===== src/rtl/m_ext_pkg.sv =====
// Shared types and opcode helpers for the RV32M/RV64M execution unit.
package m_ext_pkg;

  typedef enum logic [2:0] {
    OpMul    = 3'b000,
    OpMulh   = 3'b001,
    OpMulhsu = 3'b010,
    OpMulhu  = 3'b011,
    OpDiv    = 3'b100,
    OpDivu   = 3'b101,
    OpRem    = 3'b110,
    OpRemu   = 3'b111
  } m_opcode_e;

  typedef enum logic [1:0] {
    StIdle,
    StCalc,
    StDone
  } eng_state_e;

  function automatic logic is_div(input m_opcode_e op);
    return op inside {OpDiv, OpDivu, OpRem, OpRemu};
  endfunction

  function automatic logic is_rem(input m_opcode_e op);
    return op inside {OpRem, OpRemu};
  endfunction

  function automatic logic is_signed_rs1(input m_opcode_e op);
    return op inside {OpMul, OpMulh, OpMulhsu, OpDiv, OpRem};
  endfunction

  function automatic logic is_signed_rs2(input m_opcode_e op);
    return op inside {OpMul, OpMulh, OpDiv, OpRem};
  endfunction

endpackage


===== src/rtl/m_ext_iter_core.sv =====
// Radix-2 iterative engine: shift-add multiply or restoring divide on magnitudes.
// Result is {hi, lo}: the full product, or {remainder, quotient}.
module m_ext_iter_core #(
  parameter int unsigned XLEN = 32
) (
  input  logic              clk,
  input  logic              rstn,
  input  logic              i_start,
  input  logic              i_flush,
  input  logic              i_mul_div,
  input  logic [XLEN-1:0]   i_op_a,
  input  logic [XLEN-1:0]   i_op_b,
  output logic [2*XLEN-1:0] o_result,
  output logic              o_done
);

  localparam int unsigned CNT_W = $clog2(XLEN);

  logic             r_run;
  logic             r_div;
  logic [CNT_W-1:0] r_cnt;
  logic [XLEN-1:0]  r_hi;
  logic [XLEN-1:0]  r_lo;
  logic [XLEN-1:0]  r_opb;
  logic [XLEN:0]    w_mul_sum;
  logic [XLEN:0]    w_div_shift;
  logic [XLEN:0]    w_div_diff;
  logic             w_last;

  always_comb begin
    w_mul_sum   = {1'b0, r_hi} + (r_lo[0] ? {1'b0, r_opb} : {(XLEN+1){1'b0}});
    w_div_shift = {r_hi, r_lo[XLEN-1]};
    w_div_diff  = w_div_shift - {1'b0, r_opb};
  end

  assign w_last = r_run && (r_cnt == CNT_W'(XLEN - 1));

  always_ff @(posedge clk or negedge rstn) begin
    if (!rstn) begin
      r_run <= 1'b0;
      r_div <= 1'b0;
      r_cnt <= '0;
      r_hi  <= '0;
      r_lo  <= '0;
      r_opb <= '0;
    end else if (i_flush) begin
      r_run <= 1'b0;
      r_cnt <= '0;
    end else if (i_start) begin
      r_run <= 1'b1;
      r_div <= i_mul_div;
      r_cnt <= '0;
      r_hi  <= '0;
      r_lo  <= i_op_a;
      r_opb <= i_op_b;
    end else if (r_run) begin
      r_cnt <= r_cnt + CNT_W'(1);
      if (w_last) r_run <= 1'b0;
      if (r_div) begin
        // Borrow out of the trial subtract means the divisor did not fit: restore.
        if (!w_div_diff[XLEN]) begin
          r_hi <= w_div_diff[XLEN-1:0];
          r_lo <= {r_lo[XLEN-2:0], 1'b1};
        end else begin
          r_hi <= w_div_shift[XLEN-1:0];
          r_lo <= {r_lo[XLEN-2:0], 1'b0};
        end
      end else begin
        {r_hi, r_lo} <= {w_mul_sum, r_lo[XLEN-1:1]};
      end
    end
  end

  assign o_result = {r_hi, r_lo};
  assign o_done   = w_last;

endmodule


===== src/rtl/m_ext_exec_unit.sv =====
// M-extension execution unit: iterative MUL/DIV/REM with fast-path corner cases
// and a small result FIFO in front of the CDB broadcast arbiter.
module m_ext_exec_unit
  import m_ext_pkg::*;
#(
  parameter int unsigned XLEN       = 32,
  parameter int unsigned ROB_ADDR_W = 8,
  parameter int unsigned RESQ_DEPTH = 2
) (
  input  logic                            clk,
  input  logic                            rstn,
  input  logic                            i_flush,
  input  logic                            i_ex_en,
  output logic                            o_busy,
  input  logic [ROB_ADDR_W-1:0]           i_rob_addr,
  input  logic [XLEN-1:0]                 i_rs1_value,
  input  logic [XLEN-1:0]                 i_rs2_value,
  input  logic [2:0]                      i_alu_m_opcode,
  input  logic                            i_broadcast_en,
  output logic                            o_broadcast_ready,
  output logic [XLEN-1:0]                 o_broadcast_out,
  output logic [ROB_ADDR_W-1:0]           o_broadcast_rob_addr,
  output logic [$clog2(RESQ_DEPTH+1)-1:0] o_resq_count
);

  localparam int unsigned PTR_W = (RESQ_DEPTH > 1) ? $clog2(RESQ_DEPTH) : 1;
  localparam int unsigned CNT_W = $clog2(RESQ_DEPTH + 1);
  localparam logic [XLEN-1:0] MinInt = {1'b1, {(XLEN-1){1'b0}}};

  eng_state_e            r_state;
  eng_state_e            w_state_nxt;
  m_opcode_e             r_op;
  logic [ROB_ADDR_W-1:0] r_rob;
  logic                  r_neg_p;
  logic                  r_neg_r;
  logic                  r_fast;
  logic [XLEN-1:0]       r_fast_val;

  m_opcode_e       w_op;
  logic            w_neg_a;
  logic            w_neg_b;
  logic [XLEN-1:0] w_mag_a;
  logic [XLEN-1:0] w_mag_b;
  logic            w_div_zero;
  logic            w_ovf;
  logic            w_fast;
  logic [XLEN-1:0] w_fast_val;
  logic            w_accept;
  logic            w_core_done;
  logic [2*XLEN-1:0] w_core_res;
  logic [2*XLEN-1:0] w_prod;
  logic [XLEN-1:0] w_quo;
  logic [XLEN-1:0] w_rem;
  logic [XLEN-1:0] w_result;

  logic [XLEN-1:0]       r_fifo_data [RESQ_DEPTH];
  logic [ROB_ADDR_W-1:0] r_fifo_rob  [RESQ_DEPTH];
  logic [PTR_W-1:0]      r_wptr;
  logic [PTR_W-1:0]      r_rptr;
  logic [CNT_W-1:0]      r_count;
  logic                  w_full;
  logic                  w_ready;
  logic                  w_push;
  logic                  w_pop;

  // Issue-side decode: magnitudes for the engine, fast-path detection.
  always_comb begin
    w_op       = m_opcode_e'(i_alu_m_opcode);
    w_neg_a    = is_signed_rs1(w_op) && i_rs1_value[XLEN-1];
    w_neg_b    = is_signed_rs2(w_op) && i_rs2_value[XLEN-1];
    w_mag_a    = w_neg_a ? -i_rs1_value : i_rs1_value;
    w_mag_b    = w_neg_b ? -i_rs2_value : i_rs2_value;
    w_div_zero = is_div(w_op) && (i_rs2_value == '0);
    w_ovf      = (w_op == OpDiv || w_op == OpRem) && (i_rs1_value == MinInt) &&
                 (i_rs2_value == '1);
    w_fast     = w_div_zero || w_ovf;
    w_fast_val = '0;
    if (w_div_zero) w_fast_val = is_rem(w_op) ? i_rs1_value : '1;
    else if (w_ovf) w_fast_val = is_rem(w_op) ? '0 : MinInt;
  end

  assign w_accept = i_ex_en && !o_busy && !i_flush;

  m_ext_iter_core #(
    .XLEN (XLEN)
  ) u_iter_core (
    .clk       (clk),
    .rstn      (rstn),
    .i_start   (w_accept && !w_fast),
    .i_flush   (i_flush),
    .i_mul_div (is_div(w_op)),
    .i_op_a    (w_mag_a),
    .i_op_b    (w_mag_b),
    .o_result  (w_core_res),
    .o_done    (w_core_done)
  );

  // Sign fix-up; quotient/product follow operand signs, remainder follows the dividend.
  always_comb begin
    w_prod = r_neg_p ? -w_core_res : w_core_res;
    w_quo  = r_neg_p ? -w_core_res[XLEN-1:0] : w_core_res[XLEN-1:0];
    w_rem  = r_neg_r ? -w_core_res[2*XLEN-1:XLEN] : w_core_res[2*XLEN-1:XLEN];
    if (r_fast)              w_result = r_fast_val;
    else if (is_rem(r_op))   w_result = w_rem;
    else if (is_div(r_op))   w_result = w_quo;
    else if (r_op == OpMul)  w_result = w_prod[XLEN-1:0];
    else                     w_result = w_prod[2*XLEN-1:XLEN];
  end

  always_ff @(posedge clk or negedge rstn) begin
    if (!rstn) begin
      r_op       <= OpMul;
      r_rob      <= '0;
      r_neg_p    <= 1'b0;
      r_neg_r    <= 1'b0;
      r_fast     <= 1'b0;
      r_fast_val <= '0;
    end else if (w_accept) begin
      r_op       <= w_op;
      r_rob      <= i_rob_addr;
      r_neg_p    <= w_neg_a ^ w_neg_b;
      r_neg_r    <= w_neg_a;
      r_fast     <= w_fast;
      r_fast_val <= w_fast_val;
    end
  end

  always_comb begin
    w_state_nxt = r_state;
    unique case (r_state)
      StIdle:  if (w_accept) w_state_nxt = w_fast ? StDone : StCalc;
      StCalc:  if (w_core_done) w_state_nxt = StDone;
      StDone:  if (w_push) w_state_nxt = StIdle;
      default: w_state_nxt = StIdle;
    endcase
    if (i_flush) w_state_nxt = StIdle;
  end

  always_ff @(posedge clk or negedge rstn) begin
    if (!rstn) r_state <= StIdle;
    else       r_state <= w_state_nxt;
  end

  // Result FIFO. A pop in the same cycle frees the slot for a push when full.
  assign w_full  = (r_count == CNT_W'(RESQ_DEPTH));
  assign w_ready = (r_count != '0);
  assign w_pop   = i_broadcast_en && w_ready && !i_flush;
  assign w_push  = (r_state == StDone) && (!w_full || w_pop) && !i_flush;

  always_ff @(posedge clk or negedge rstn) begin
    if (!rstn) begin
      r_wptr  <= '0;
      r_rptr  <= '0;
      r_count <= '0;
    end else if (i_flush) begin
      r_wptr  <= '0;
      r_rptr  <= '0;
      r_count <= '0;
    end else begin
      if (w_push) r_wptr <= (r_wptr == PTR_W'(RESQ_DEPTH - 1)) ? '0 : r_wptr + PTR_W'(1);
      if (w_pop)  r_rptr <= (r_rptr == PTR_W'(RESQ_DEPTH - 1)) ? '0 : r_rptr + PTR_W'(1);
      if (w_push && !w_pop)      r_count <= r_count + CNT_W'(1);
      else if (!w_push && w_pop) r_count <= r_count - CNT_W'(1);
    end
  end

  always_ff @(posedge clk) begin
    if (w_push) begin
      r_fifo_data[r_wptr] <= w_result;
      r_fifo_rob[r_wptr]  <= r_rob;
    end
  end

  assign o_busy               = (r_state != StIdle) || w_full;
  assign o_broadcast_ready    = w_ready;
  assign o_broadcast_out      = w_ready ? r_fifo_data[r_rptr] : '0;
  assign o_broadcast_rob_addr = w_ready ? r_fifo_rob[r_rptr] : '0;
  assign o_resq_count         = r_count;

endmodule


===== config.mk =====
export PLATFORM = sky130hd
export DESIGN_NAME = m_ext_exec_unit
export DESIGN_NICKNAME = d
export VERILOG_FILES = /design/src/rtl/m_ext_pkg.sv /design/src/rtl/m_ext_iter_core.sv /design/src/rtl/m_ext_exec_unit.sv
export SDC_FILE = /design/constraint.sdc
export NUM_CORES = 1
export LEC_CHECK = 0
export ABC_AREA = 0
export ABC_CLOCK_PERIOD_IN_PS = 11500
export BUFFER_PORTS_ARGS = -buffer_cell sky130_fd_sc_hd__clkbuf_2
export CAP_MARGIN = 20
export CORE_MARGIN = 2
export CORE_UTILIZATION = 55
export CTS_BUF_LIST = sky130_fd_sc_hd__clkbuf_2
export DETAILED_ROUTE_END_ITERATION = 12
export PLACE_DENSITY = 0.8
export SLEW_MARGIN = 20
export SYNTH_ARGS = -nofsm -noshare
export SYNTH_HDL_FRONTEND = slang
export SYNTH_SLANG_ARGS = --single-unit
export TNS_END_PERCENT = 100

===== constraint.sdc =====
create_clock -name clk -period 11.5 [get_ports clk]
set_input_delay 3.45 -clock clk [delete_from_list [all_inputs] [get_ports clk]]
set_output_delay 3.45 -clock clk [all_outputs]
set_load 0.03 [all_outputs]

==> out/results.txt <==
Outcome: finished clean
Total Neg Setup Slack: 0 ns
Pin count of the biggest net entering global routing: 107
Avg Cell Area, Syn: 8.37 sq um
Placeable Area: 32300 sq um
Global placer's final weighted congestion: 0.962
Synth top area cells: sky130_fd_sc_hd__dfrtp_1 22%, sky130_fd_sc_hd__edfxtp_1 13%, sky130_fd_sc_hd__xnor2_1 6.2%, sky130_fd_sc_hd__nor2_1 5.6%, sky130_fd_sc_hd__o21ai_0 5.2%
Initial antenna violation count: 1
Minimum clock period after layout: 6.69 ns
Delay of the slowest cell on the worst path: 0.88 ns
Leakage: 8.24 nW
Pre-CTS setup slack: 3.99 ns
Largest driver fanout on the critical path: 106
Cell types with the highest counts after synthesis: 265 x sky130_fd_sc_hd__nor2_1, 206 x sky130_fd_sc_hd__nand2_1, 187 x sky130_fd_sc_hd__o21ai_0
Share of flip-flops with an asynchronous set or reset: 66.0%
# clock sinks: 235
Clock slew seen by the registers of the worst setup and hold paths: 0.11 ns
Mapped Nets: 2290
Post-detailed-route DRC marker count: 0
Power per cell area: 214 nW/um^2
Clk_lat worst skew: 0.94 ns
TritonCTS buffer count: 61
Max-cap violation count: 0
Final Non-Filler Cells: 2693
CP Launch Type: input pin
Post-layout nets: 2351
Number of iterations in the first detailed-routing pass: 8
Worst path required time: 12.26 ns
Most used flip-flop cell after synthesis: sky130_fd_sc_hd__dfrtp_1
Standard-cell rows: 66
Max IR drop VDD: 0.123 mV
Worst setup EP type: flop
Number of enable flip-flop cells after synthesis: 80
Synth cell types: 80
Portion of the clock cycle consumed by the worst path in the final layout: 58.1%
Peak clock frequency supported by timing: 0.150 GHz
Register area share after synthesis: 35.1%
Final antenna-violating net count: 0
Height of the chip: 184 microns
Share of the synthesized area in the top cell type: 21.7%
Critical Setup Path Class: in -> reg
Worst-case headroom to the max-slew limit: 33.4%
Fin. Hold Viols: 0
Arr. time, crit path: 7.44 ns
Number of buffers and inverters on the critical path: 4
Family of cells with the greatest summed delay on the critical path: buffers and inverters
Post-route worst hold slack: 0.466 ns
Global-route usage over all layers: 31.7%
Clock tree from TritonCTS: done
CTS max path bufs: 3
Crit path cell chain: clkbuf_2, or4_1, nand2b_1, or4_1, buf_4, o31ai_4, nor2_4, buf_4, nand4bb_1, buf_4, nor2_1, a222oi_1, o21ai_0
Final WS setup: 4.81 ns
Vias in the first global route: 15856
Quantity of hold-fixing buffers added after cts: 0
Die X-Extent: 184 microns
Die area: 34000 sq um
Buffer count from post-CTS setup fixing: 0
Clock Skews: 0.0452 ns
Synthesis Warnings: 0
Starting density of the core: 55.4%
HPWL reported at the end of detailed placement: 39000 microns
CTS resizes: 0
Total number of vias: 16803
Most numerous cell in the Yosys netlist: sky130_fd_sc_hd__nor2_1
Cell at the slowest stage of the critical path: sky130_fd_sc_hd__buf_4
Global-route wire length before repair: 85400 microns
Dominant cell type by count on the critical path: sky130_fd_sc_hd__buf_4
Setup repair after global routing missed its margin: no
Share of cells above drive strength 1: 12.4%
Actual transition at the worst max-transition pin: 0.998 ns
Via-to-Cell Ratio: 6.24
Area growth syn-to-layout: 7.72%
Largest area contributor in the synthesized netlist: sky130_fd_sc_hd__dfrtp_1
Classification of the worst-slack hold path: reg -> reg
IO Pins: 124
Final setup violation count: 0
Total chip power: 4.13 mW
Final Max Tran Viols: 0
Total grt overflow: 0
Cells after synthesis: 2137
Clock Tree Root: sky130_fd_sc_hd__clkbuf_2
Number of fill cells in the layout: 2869
Count of state elements after synthesis: 235
Count of placed standard cells including taps: 2575
Drt initial violations: 1972
Number of levels in the clock H-tree: 2
Detailed-route wire length: 53700 microns
Summed instance area of the synthesized netlist: 17900 sq um
DR WL/cell: 19.9 microns
Total of buffers placed on input and output ports: 123
flip-flops by register name, summed over array words and instances, names as in the netlist:
register and flops:
r_fifo_data 64, r_rob 8, r_fast_val 32, r_fast 1, o_resq_count 2, r_neg_p 1
r_op 3, r_wptr 1, u_iter_core.r_cnt 5, u_iter_core.r_opb 32, u_iter_core.r_run 1, u_iter_core.r_div 1
u_iter_core.r_hi 32, u_iter_core.r_lo 32, r_fifo_rob 16, r_rptr 1, r_neg_r 1, r_state 2
cell type report:
| cell class | count | area (sq um) | share of cell area [%] |
|---|---|---|---|
| Sequential cell | 235 | 6280 | 32.6 |
| Timing Repair Buffer | 144 | 803 | 4.17 |
| Clock inverter | 29 | 131 | 0.682 |
| Clock buffer | 86 | 430 | 2.23 |
| Inverter | 61 | 229 | 1.19 |
| Antenna cell | 1 | 2.50 | 0.0130 |
| Tap cell | 442 | 553 | 2.87 |
| Multi-Input combinational cell | 1695 | 10800 | 56.2 |
cells by family (layout without fill, tap and decap cells):
| family | Yosys count | count (layout) | synth area share (%) |
|---|---|---|---|
| AND/OR/NAND/NOR | 698 | 698 | 17.9 |
| adder cells (fa/ha/maj) | 73 | 73 | 5.19 |
| buffers and inverters | 207 | 320 | 4.52 |
| XOR/XNOR | 202 | 202 | 9.89 |
| flip-flops | 235 | 235 | 35.1 |
| AO/OA/AOI/OAI | 624 | 624 | 21.7 |
| other | 0 | 1 | 0 |
| multiplexers | 98 | 98 | 5.59 |
cell usage in the layout, fill, tap and decap left out, types with 21 or more instances in the layout:
cell type,Yosys,routed
sky130_fd_sc_hd__a21o_1,30,30
sky130_fd_sc_hd__a21oi_1,161,161
sky130_fd_sc_hd__a22oi_1,37,37
sky130_fd_sc_hd__clkbuf_2,0,208
sky130_fd_sc_hd__clkinv_1,0,22
sky130_fd_sc_hd__dfrtp_1,155,153
sky130_fd_sc_hd__edfxtp_1,80,80
sky130_fd_sc_hd__ha_1,71,71
sky130_fd_sc_hd__inv_1,61,61
sky130_fd_sc_hd__mux2i_1,83,83
sky130_fd_sc_hd__nand2_1,206,206
sky130_fd_sc_hd__nand3_1,22,22
sky130_fd_sc_hd__nand4_1,21,21
sky130_fd_sc_hd__nor2_1,265,264
sky130_fd_sc_hd__nor3_1,39,38
sky130_fd_sc_hd__o21ai_0,187,187
sky130_fd_sc_hd__o31ai_1,55,55
sky130_fd_sc_hd__xnor2_1,127,127
sky130_fd_sc_hd__xor2_1,75,74
where the power goes:
group | internal [mW] | switching [mW] | leakage, nW | total [mW]
Clock | 0.211 | 0.370 | 0.422 | 0.581
Sequential | 1.02 | 0.288 | 2.74 | 1.31
Combinational | 0.855 | 1.38 | 5.08 | 2.24
Total | 2.09 | 2.04 | 8.24 | 4.13
worst register-to-register path: cells and delay by family (launching register included):
kind,cells,cell delay [ns]
flip-flops,1,0.49
buffers and inverters,2,0.50
AND/OR/NAND/NOR,2,0.56
adder cells (fa/ha/maj),2,0.71
AO/OA/AOI/OAI,5,1.90
XOR/XNOR,1,0.22
stage by stage:
stage | util [%] | area [sq um]
after floorplan | - | 17900
after global placement | 57.8 | 18700
after detailed placement | 57.8 | 18700
after CTS | 59.5 | 19200
after global routing | 59.7 | 19300
final | 59.7 | 19300
path summary, 6_finish.rpt:
path | from | endpoint | slack (ns) | cells after the start
max in group asynchronous | rstn | r_rptr$_DFFE_PN0P_ | 7.36 | 2
min in group asynchronous | rstn | u_iter_core.r_opb[1]$_DFFE_PN0P_ | 2.58 | 1
worst min-delay path | r_rob[3]$_DFFE_PN0P_ | r_fifo_rob[0][3]$_DFFE_PP_ | 0.47 | 0
worst min register to register | r_rob[3]$_DFFE_PN0P_ | r_fifo_rob[0][3]$_DFFE_PP_ | 0.47 | 0
worst max-delay path | i_rs2_value[6] | u_iter_core.r_hi[19]$_DFFE_PN0P_ | 4.81 | 13
worst max register to register | u_iter_core.r_lo[31]$_DFFE_PN0P_ | u_iter_core.r_hi[19]$_DFFE_PN0P_ | 7.02 | 12
layer usage:
metal	global-route usage [%]	part of all wire [%]	routed length, microns	up-vias
met3	5.57	9.1	4870	133
met1	43.9	43	22900	8027
met2	48.9	44	23800	784
met4	13.8	3.9	2120	0
met5	0	0	0	-
li1	-	-	-	7859
No activity file was read; power rests on OpenSTA's default activity.
